<file path="src/rtl/pc_fetch_sequencer_if.sv">
// rtl/pc_fetch_sequencer_if.sv - fetch-side bus between the PC sequencer, decode and instruction memory
interface pc_fetch_sequencer_if #(
  parameter int ADDR_W = 4
);
  logic              stall;
  logic              branch_taken;
  logic [15:0]       branch_offset;
  logic              jump;
  logic [25:0]       jump_target;
  logic [ADDR_W-1:0] read_address;
  logic [ADDR_W-1:0] pc_plus4;
  logic              fetch_valid;
  logic [31:0]       instr_count;

  modport master (
    input  stall, branch_taken, branch_offset, jump, jump_target,
    output read_address, pc_plus4, fetch_valid, instr_count
  );

  modport slave (
    output stall, branch_taken, branch_offset, jump, jump_target,
    input  read_address, pc_plus4, fetch_valid, instr_count
  );
endinterface

</file>
<file path="src/rtl/pc_fetch_sequencer.sv">
// rtl/pc_fetch_sequencer.sv - program counter with paced fetch, stall hold and jump/branch redirect
module pc_fetch_sequencer #(
  parameter int size_ward = 4,
  parameter int FETCH_LAT = 2
) (
  input  logic                   clk,
  input  logic                   rst_n,
  pc_fetch_sequencer_if.master   bus
);
  localparam int ADDR_W = $clog2(size_ward * 4);
  localparam int CNT_W  = (FETCH_LAT > 1) ? $clog2(FETCH_LAT) : 1;
  localparam logic [CNT_W-1:0] CNT_LAST = CNT_W'(FETCH_LAT - 1);

  typedef enum logic {S_WAIT, S_VALID} state_t;

  state_t            state, state_d;
  logic [CNT_W-1:0]  cnt, cnt_d;
  logic [ADDR_W-1:0] pc, pc_d;
  logic [31:0]       ic, ic_d;
  logic              pend, pend_d;
  logic [ADDR_W-1:0] tgt, tgt_d;

  logic [ADDR_W-1:0] pc_plus4;
  logic [31:0]       boff_ext;
  logic [31:0]       jt_ext;
  logic [ADDR_W-1:0] branch_tgt;
  logic [ADDR_W-1:0] jump_tgt;
  logic [ADDR_W-1:0] req_tgt;
  logic              req;

  assign pc_plus4   = pc + ADDR_W'(4);
  // Word offsets become byte offsets; the sum is allowed to wrap within ADDR_W.
  assign boff_ext   = {{14{bus.branch_offset[15]}}, bus.branch_offset, 2'b00};
  assign jt_ext     = {4'b0000, bus.jump_target, 2'b00};
  assign branch_tgt = pc_plus4 + boff_ext[ADDR_W-1:0];
  assign jump_tgt   = jt_ext[ADDR_W-1:0];
  assign req        = bus.jump | bus.branch_taken;
  assign req_tgt    = bus.jump ? jump_tgt : branch_tgt;

  always_comb begin
    state_d = state;
    cnt_d   = cnt;
    pc_d    = pc;
    ic_d    = ic;
    pend_d  = pend;
    tgt_d   = tgt;
    if (req) begin
      pend_d = 1'b1;
      tgt_d  = req_tgt;
    end
    case (state)
      S_WAIT: begin
        if (cnt == CNT_LAST) begin
          state_d = S_VALID;
          cnt_d   = '0;
        end else begin
          cnt_d = cnt + CNT_W'(1);
        end
      end
      S_VALID: begin
        // A request in the advancing cycle is consumed here, never left pending.
        if (!bus.stall) begin
          if (req)       pc_d = req_tgt;
          else if (pend) pc_d = tgt;
          else           pc_d = pc_plus4;
          ic_d    = ic + 32'd1;
          state_d = S_WAIT;
          pend_d  = 1'b0;
        end
      end
      default: state_d = S_WAIT;
    endcase
  end

  always_ff @(posedge clk) begin
    if (!rst_n) begin
      state <= S_WAIT;
      cnt   <= '0;
      pc    <= '0;
      ic    <= '0;
      pend  <= 1'b0;
      tgt   <= '0;
    end else begin
      state <= state_d;
      cnt   <= cnt_d;
      pc    <= pc_d;
      ic    <= ic_d;
      pend  <= pend_d;
      tgt   <= tgt_d;
    end
  end

  assign bus.read_address = pc;
  assign bus.pc_plus4     = pc_plus4;
  assign bus.fetch_valid  = (state == S_VALID);
  assign bus.instr_count  = ic;
endmodule

</file>
<file path="src/flat_wrapper.sv">
// flat-port wrapper written by rule: the top's interface ports become plain ports
module pc_fetch_sequencer_flat 
#(
  parameter int size_ward = 4,
  parameter int FETCH_LAT = 2
)
  (clk, rst_n, bus_stall, bus_branch_taken, bus_branch_offset, bus_jump, bus_jump_target, bus_read_address, bus_pc_plus4, bus_fetch_valid, bus_instr_count);
  pc_fetch_sequencer_if #(.ADDR_W(4)) bus_i ();
  input  logic clk;
  input  logic rst_n;
  input wire logic [$bits(bus_i.stall)-1:0] bus_stall;
  input wire logic [$bits(bus_i.branch_taken)-1:0] bus_branch_taken;
  input wire logic [$bits(bus_i.branch_offset)-1:0] bus_branch_offset;
  input wire logic [$bits(bus_i.jump)-1:0] bus_jump;
  input wire logic [$bits(bus_i.jump_target)-1:0] bus_jump_target;
  output wire logic [$bits(bus_i.read_address)-1:0] bus_read_address;
  output wire logic [$bits(bus_i.pc_plus4)-1:0] bus_pc_plus4;
  output wire logic [$bits(bus_i.fetch_valid)-1:0] bus_fetch_valid;
  output wire logic [$bits(bus_i.instr_count)-1:0] bus_instr_count;
  assign bus_i.stall = bus_stall;
  assign bus_i.branch_taken = bus_branch_taken;
  assign bus_i.branch_offset = bus_branch_offset;
  assign bus_i.jump = bus_jump;
  assign bus_i.jump_target = bus_jump_target;
  assign bus_read_address = bus_i.read_address;
  assign bus_pc_plus4 = bus_i.pc_plus4;
  assign bus_fetch_valid = bus_i.fetch_valid;
  assign bus_instr_count = bus_i.instr_count;
  pc_fetch_sequencer #(.size_ward(size_ward), .FETCH_LAT(FETCH_LAT)) u_core (.clk(clk), .rst_n(rst_n), .bus(bus_i));
endmodule
</file>
<file path="config.mk">
export PLATFORM = sky130hd
export DESIGN_NAME = pc_fetch_sequencer_flat
export DESIGN_NICKNAME = d
export VERILOG_FILES = /design/src/rtl/pc_fetch_sequencer_if.sv /design/src/rtl/pc_fetch_sequencer.sv /design/src/flat_wrapper.sv
export SDC_FILE = /design/constraint.sdc
export NUM_CORES = 1
export LEC_CHECK = 0
export BUFFER_PORTS_ARGS = -buffer_cell sky130_fd_sc_hd__buf_2
export CAP_MARGIN = 20
export CORE_MARGIN = 4
export CORE_UTILIZATION = 42
export CTS_CLUSTER_DIAMETER = 200
export DETAILED_ROUTE_END_ITERATION = 8
export MAX_ROUTING_LAYER = met4
export PLACE_DENSITY_LB_ADDON = 0.2
export SYNTH_ARGS = -nofsm -noshare
export SYNTH_HDL_FRONTEND = slang
export SYNTH_SLANG_ARGS = --single-unit
</file>
<file path="constraint.sdc">
create_clock -name clk -period 2.4 [get_ports clk]
set_input_delay 0.48 -clock clk [delete_from_list [all_inputs] [get_ports clk]]
set_output_delay 0.48 -clock clk [all_outputs]
set_load 0.02 [all_outputs]
</file>
# == After elaboration in Yosys (flattened, before gate mapping) ==
# Cells that the tools add are included.
# op_classes
addsub,4
muxes,10
n_reduce_logical,1
bitwise,3
# op_table
cell,count
$add 32x1->32 const B,1
$mux 4,3
$mux 1,6
$add 4x3->4 const B,1
$add 4x4->4,1
$not 1->1,2
$pmux 1 s2,1
$reduce_and 2->1,1
$add 1x1->1 const B,1
$or 1x1->1,1
# word_totals
inputBits,47
output_inout_bits,41
regBits,43
word_cells,24

# == Longest topological paths before layout ==
# depth
word_depth,4
ltp_mapped,7
ltp_nobuf,6

# == Worst setup path before layout ==
# OpenSTA, ideal clock, no wires.
# synth_timing
path_type,input -> register
start,input bus_stall
end,register u_core.ic[23] (netlist: u_core.bus.instr_count[23])
required_ps,2329
slack_ps,299
arrival_time_ps,2031
setup_time_ps,71
cell_stages,5
cell_sequence,nand3b_2 -> or4b_4 -> buf_6 -> or4_1 -> a21oi_1
# synth_via
elab_chain_cells,2
# synth_lines
item,line_no,rtl
start: declaration,flat_wrapper.sv:11,input wire logic [$bits(bus_i.stall)-1:0] bus_stall;
$not 1->1 (no line),n/a,
$reduce_and 2->1 (no line),n/a,
end signal: assignment,pc_fetch_sequencer.sv:87,ic <= ic_d;
end: declaration,pc_fetch_sequencer.sv:19,"logic [31:0] ic, ic_d;"
# Every way passes these cells.
# A chain may end at the register's enable or synchronous reset.

# == Worst setup path after layout ==
# layout_timing
start,register u_core.ic[3] (netlist: u_core.bus.instr_count[3])
end,register u_core.ic[23] (netlist: u_core.bus.instr_count[23])
# layout_via
elab_chain_cells,1
# layout_lines
item,line_no,rtl
$add 32x1->32,pc_fetch_sequencer.sv:66,ic_d = ic + 32'd1;
# Every way passes these cells.

==> flow_metrics.env <==
export IMPL_status="finished, final reports clean"
export IMPL_end_kind="flip-flop"
export IMPL_num_vias=1828
export IMPL_final_area_um2=2382
export IMPL_num_rows=24
export IMPL_cts_tree="built"
export IMPL_crit_fanout=23
export IMPL_ys_ff_latch=43
export IMPL_setup_viol=0
export IMPL_netlist_instances=233
export IMPL_synth_edf_count=0
export IMPL_drv_slew=0
export IMPL_routedWlPerCell_um=13.69
export IMPL_setup_slack_ns=0.3615
export IMPL_viasPerCell=5.523
export IMPL_dpl_hpwl_mm=3.037
export IMPL_area_delta_synth_final_pct=18.19
export IMPL_p_switching_mw=0.3156
export IMPL_grt_pass1_wl_mm=7.721
export IMPL_start_util_pct=44.75
export IMPL_diodes=0
export IMPL_p_per_area_nw_per_um2=564.7
export IMPL_io_pins=88
export IMPL_clkTransAtPathRegs_ns=0.08
export IMPL_placed_area_um2=2282
export IMPL_die_height_um=77.28
export IMPL_async_flop_share_pct=0
export IMPL_ir_drop_mv=0.2675
export IMPL_ys_seq_area_share_pct=42.71
export IMPL_layout_common_cells="buf_2, dfxtp_1, a21oi_1"
export IMPL_path_class="reg -> reg"
export IMPL_portBuffers=49
export IMPL_core_area_um2=4504
export IMPL_final_antenna_net_count=0
export IMPL_power_frac_comb_pct=7.2
export IMPL_fp_dieW_um=77.28
export IMPL_fmax_ghz=0.4906
export IMPL_fin_crit_ns=2.038
export IMPL_rsz0062_at_grt="false"
export IMPL_drc=0
export IMPL_track_usage_pct=16.17
export IMPL_worstHoldPathType="reg -> reg"
export IMPL_synth_warnings=0
export IMPL_hold_slack_ns=0.4537
export IMPL_yosys_most_used_dff="dfxtp_1"
export IMPL_clock_sinks=43
export IMPL_fin_worst_skew_ns=0.003806
export IMPL_clock_latency_ns=0.30
export IMPL_tightest_slew_ns=0.6390
export IMPL_power_frac_seq_pct=55.2
export IMPL_grt_max_degree=38
export IMPL_p_int_mw=1.030
export IMPL_fin_cells=331
export IMPL_totalNegativeSetupSlack_ns=0
export IMPL_clockBufferDepth=2
export IMPL_synth_area_per_cell_um2=8.651
export IMPL_hold_viol=0
export IMPL_num_fill_cells=411
export IMPL_crit_required_ns=2.62
export IMPL_synth_cell_types=37
export IMPL_arrival_ns=2.26
export IMPL_root_buffer="clkbuf_8"
export IMPL_drt_initial_drc_count=106
export IMPL_synth_nets=282
export IMPL_finalCritPeriodShare_pct=84.94
export IMPL_drive_above_1_share_pct=22.58
export IMPL_relSlewSlack_pct=57.34
export IMPL_cap_viol_max_count=0
export IMPL_cp_start_kind="flip-flop"
export IMPL_drt_wl_total_mm=4.533
export IMPL_p_leak_nw=0.9329
export IMPL_dieArea_um2=5971
export IMPL_dp_cells=323
export IMPL_numCtsBuffers=5
export IMPL_layout_commonest_cell="buf_2"
export IMPL_htree_levels=2
export IMPL_ctsResizeCount=0
export IMPL_grt_overflow_total=0
export IMPL_layout_nets=327
export IMPL_grt_pass1_vias=1662
export IMPL_post_place_ws_ns=0.1228
export IMPL_antenna_found_initial=0
export IMPL_hold_buffers=0
export IMPL_dr_pass1_iters=4
export IMPL_power_clock_fraction_pct=37.6
export IMPL_syn_area_um2=2016
export IMPL_gp_congestion=0.7605
export IMPL_swShare_pct=23.46
export IMPL_cts_setup_buffers=0
-- cells by family (layout without fill, tap and decap cells) --
family	Yosys count	count (layout)	synth area share [%]
AO/OA/AOI/OAI	53	53	15.77
AND/OR/NAND/NOR	95	95	27.25
multiplexers	4	4	1.986
XOR/XNOR	14	14	6.083
adder cells (fa/ha/maj)	2	2	1.241
flip-flops	43	43	42.71
buffers and inverters	22	68	4.965
-- layer usage --
metal  track usage (%)  part of all wire (%)  up-vias
li1                  -                     -      949
met1             21.45                    49      841
met2             24.09                    46       36
met3             3.981                   4.6        2
met4             5.338                  0.55        0
met5                 -                     0        -
-- power by group through the flow --
| stage | Clock (mW) | Combinational, mW | Sequential [mW] |
|---|---|---|---|
| after global placement | 0 | 0.0953 | 0.759 |
| after detailed placement | 0 | 0.0977 | 0.759 |
| final | 0.506 | 0.0963 | 0.743 |
| after CTS | 0.521 | 0.0979 | 0.743 |
| after floorplan | 0 | 0.0595 | 0.765 |
| after global routing | 0.548 | 0.106 | 0.745 |
-- per-stage QoR --
step / utilization [%] / total power, mW
after global routing: 52.89 / 1.400
after detailed placement: 50.67 / 0.8572
after floorplan: - / 0.8242
after CTS: 52.89 / 1.361
after global placement: 50.67 / 0.8541
final: 52.89 / 1.345
-- final timing paths --
path	depth (start not counted)	start	end	slack [ns]
setup reg to reg	4	u_core.bus.instr_count[3]	u_core.bus.instr_count[23]	0.36
hold / removal	2	u_core.tgt[3]	u_core.tgt[3]	0.45
hold reg to reg	2	u_core.tgt[3]	u_core.tgt[3]	0.45
setup / recovery	4	u_core.bus.instr_count[3]	u_core.bus.instr_count[23]	0.36
-- final cells by class --
class / count / area (um2) / area share, %
flip-flops and latches: 43 / 860.8 / 36.13
clock buffers: 8 / 100.1 / 4.202
inverters: 7 / 26.28 / 1.103
well taps: 52 / 65.06 / 2.731
multi-input cells: 168 / 1055 / 44.28
repair buffers: 53 / 275.3 / 11.55
-- Yosys cell counts, drive strengths merged (4+ instances only) --
master / number / area (um2)
dfxtp: 43 / 860.8
nor3: 4 / 20.02
or4: 16 / 120.1
mux2i: 4 / 40.04
clkbuf: 9 / 35.03
o21ai: 8 / 40.04
nand4: 11 / 68.82
nor2: 16 / 60.06
or3: 5 / 31.28
buf: 6 / 38.78
xnor2: 5 / 43.79
xor2: 9 / 78.83
o31ai: 16 / 120.1
nand2: 12 / 45.04
nand2b: 4 / 25.02
a21oi: 24 / 120.1
nor2b: 5 / 31.28
inv: 7 / 26.27
nand3: 11 / 55.05
-- critical path, cell delays in order, from the launching register on --
cell and delay [ns]:
dfxtp_1 0.46, nand4_1 0.15, or4b_4 0.66, or4_1 0.54, a21oi_1 0.16
-- sequential cells by signal (all words and copies together) (netlist names) --
signal                   count
u_core.bus.fetch_valid       1
u_core.bus.instr_count      32
u_core.bus.read_address      4
u_core.cnt                   1
u_core.pend                  1
u_core.tgt                   4
No activity file was read; power rests on OpenSTA's default activity.
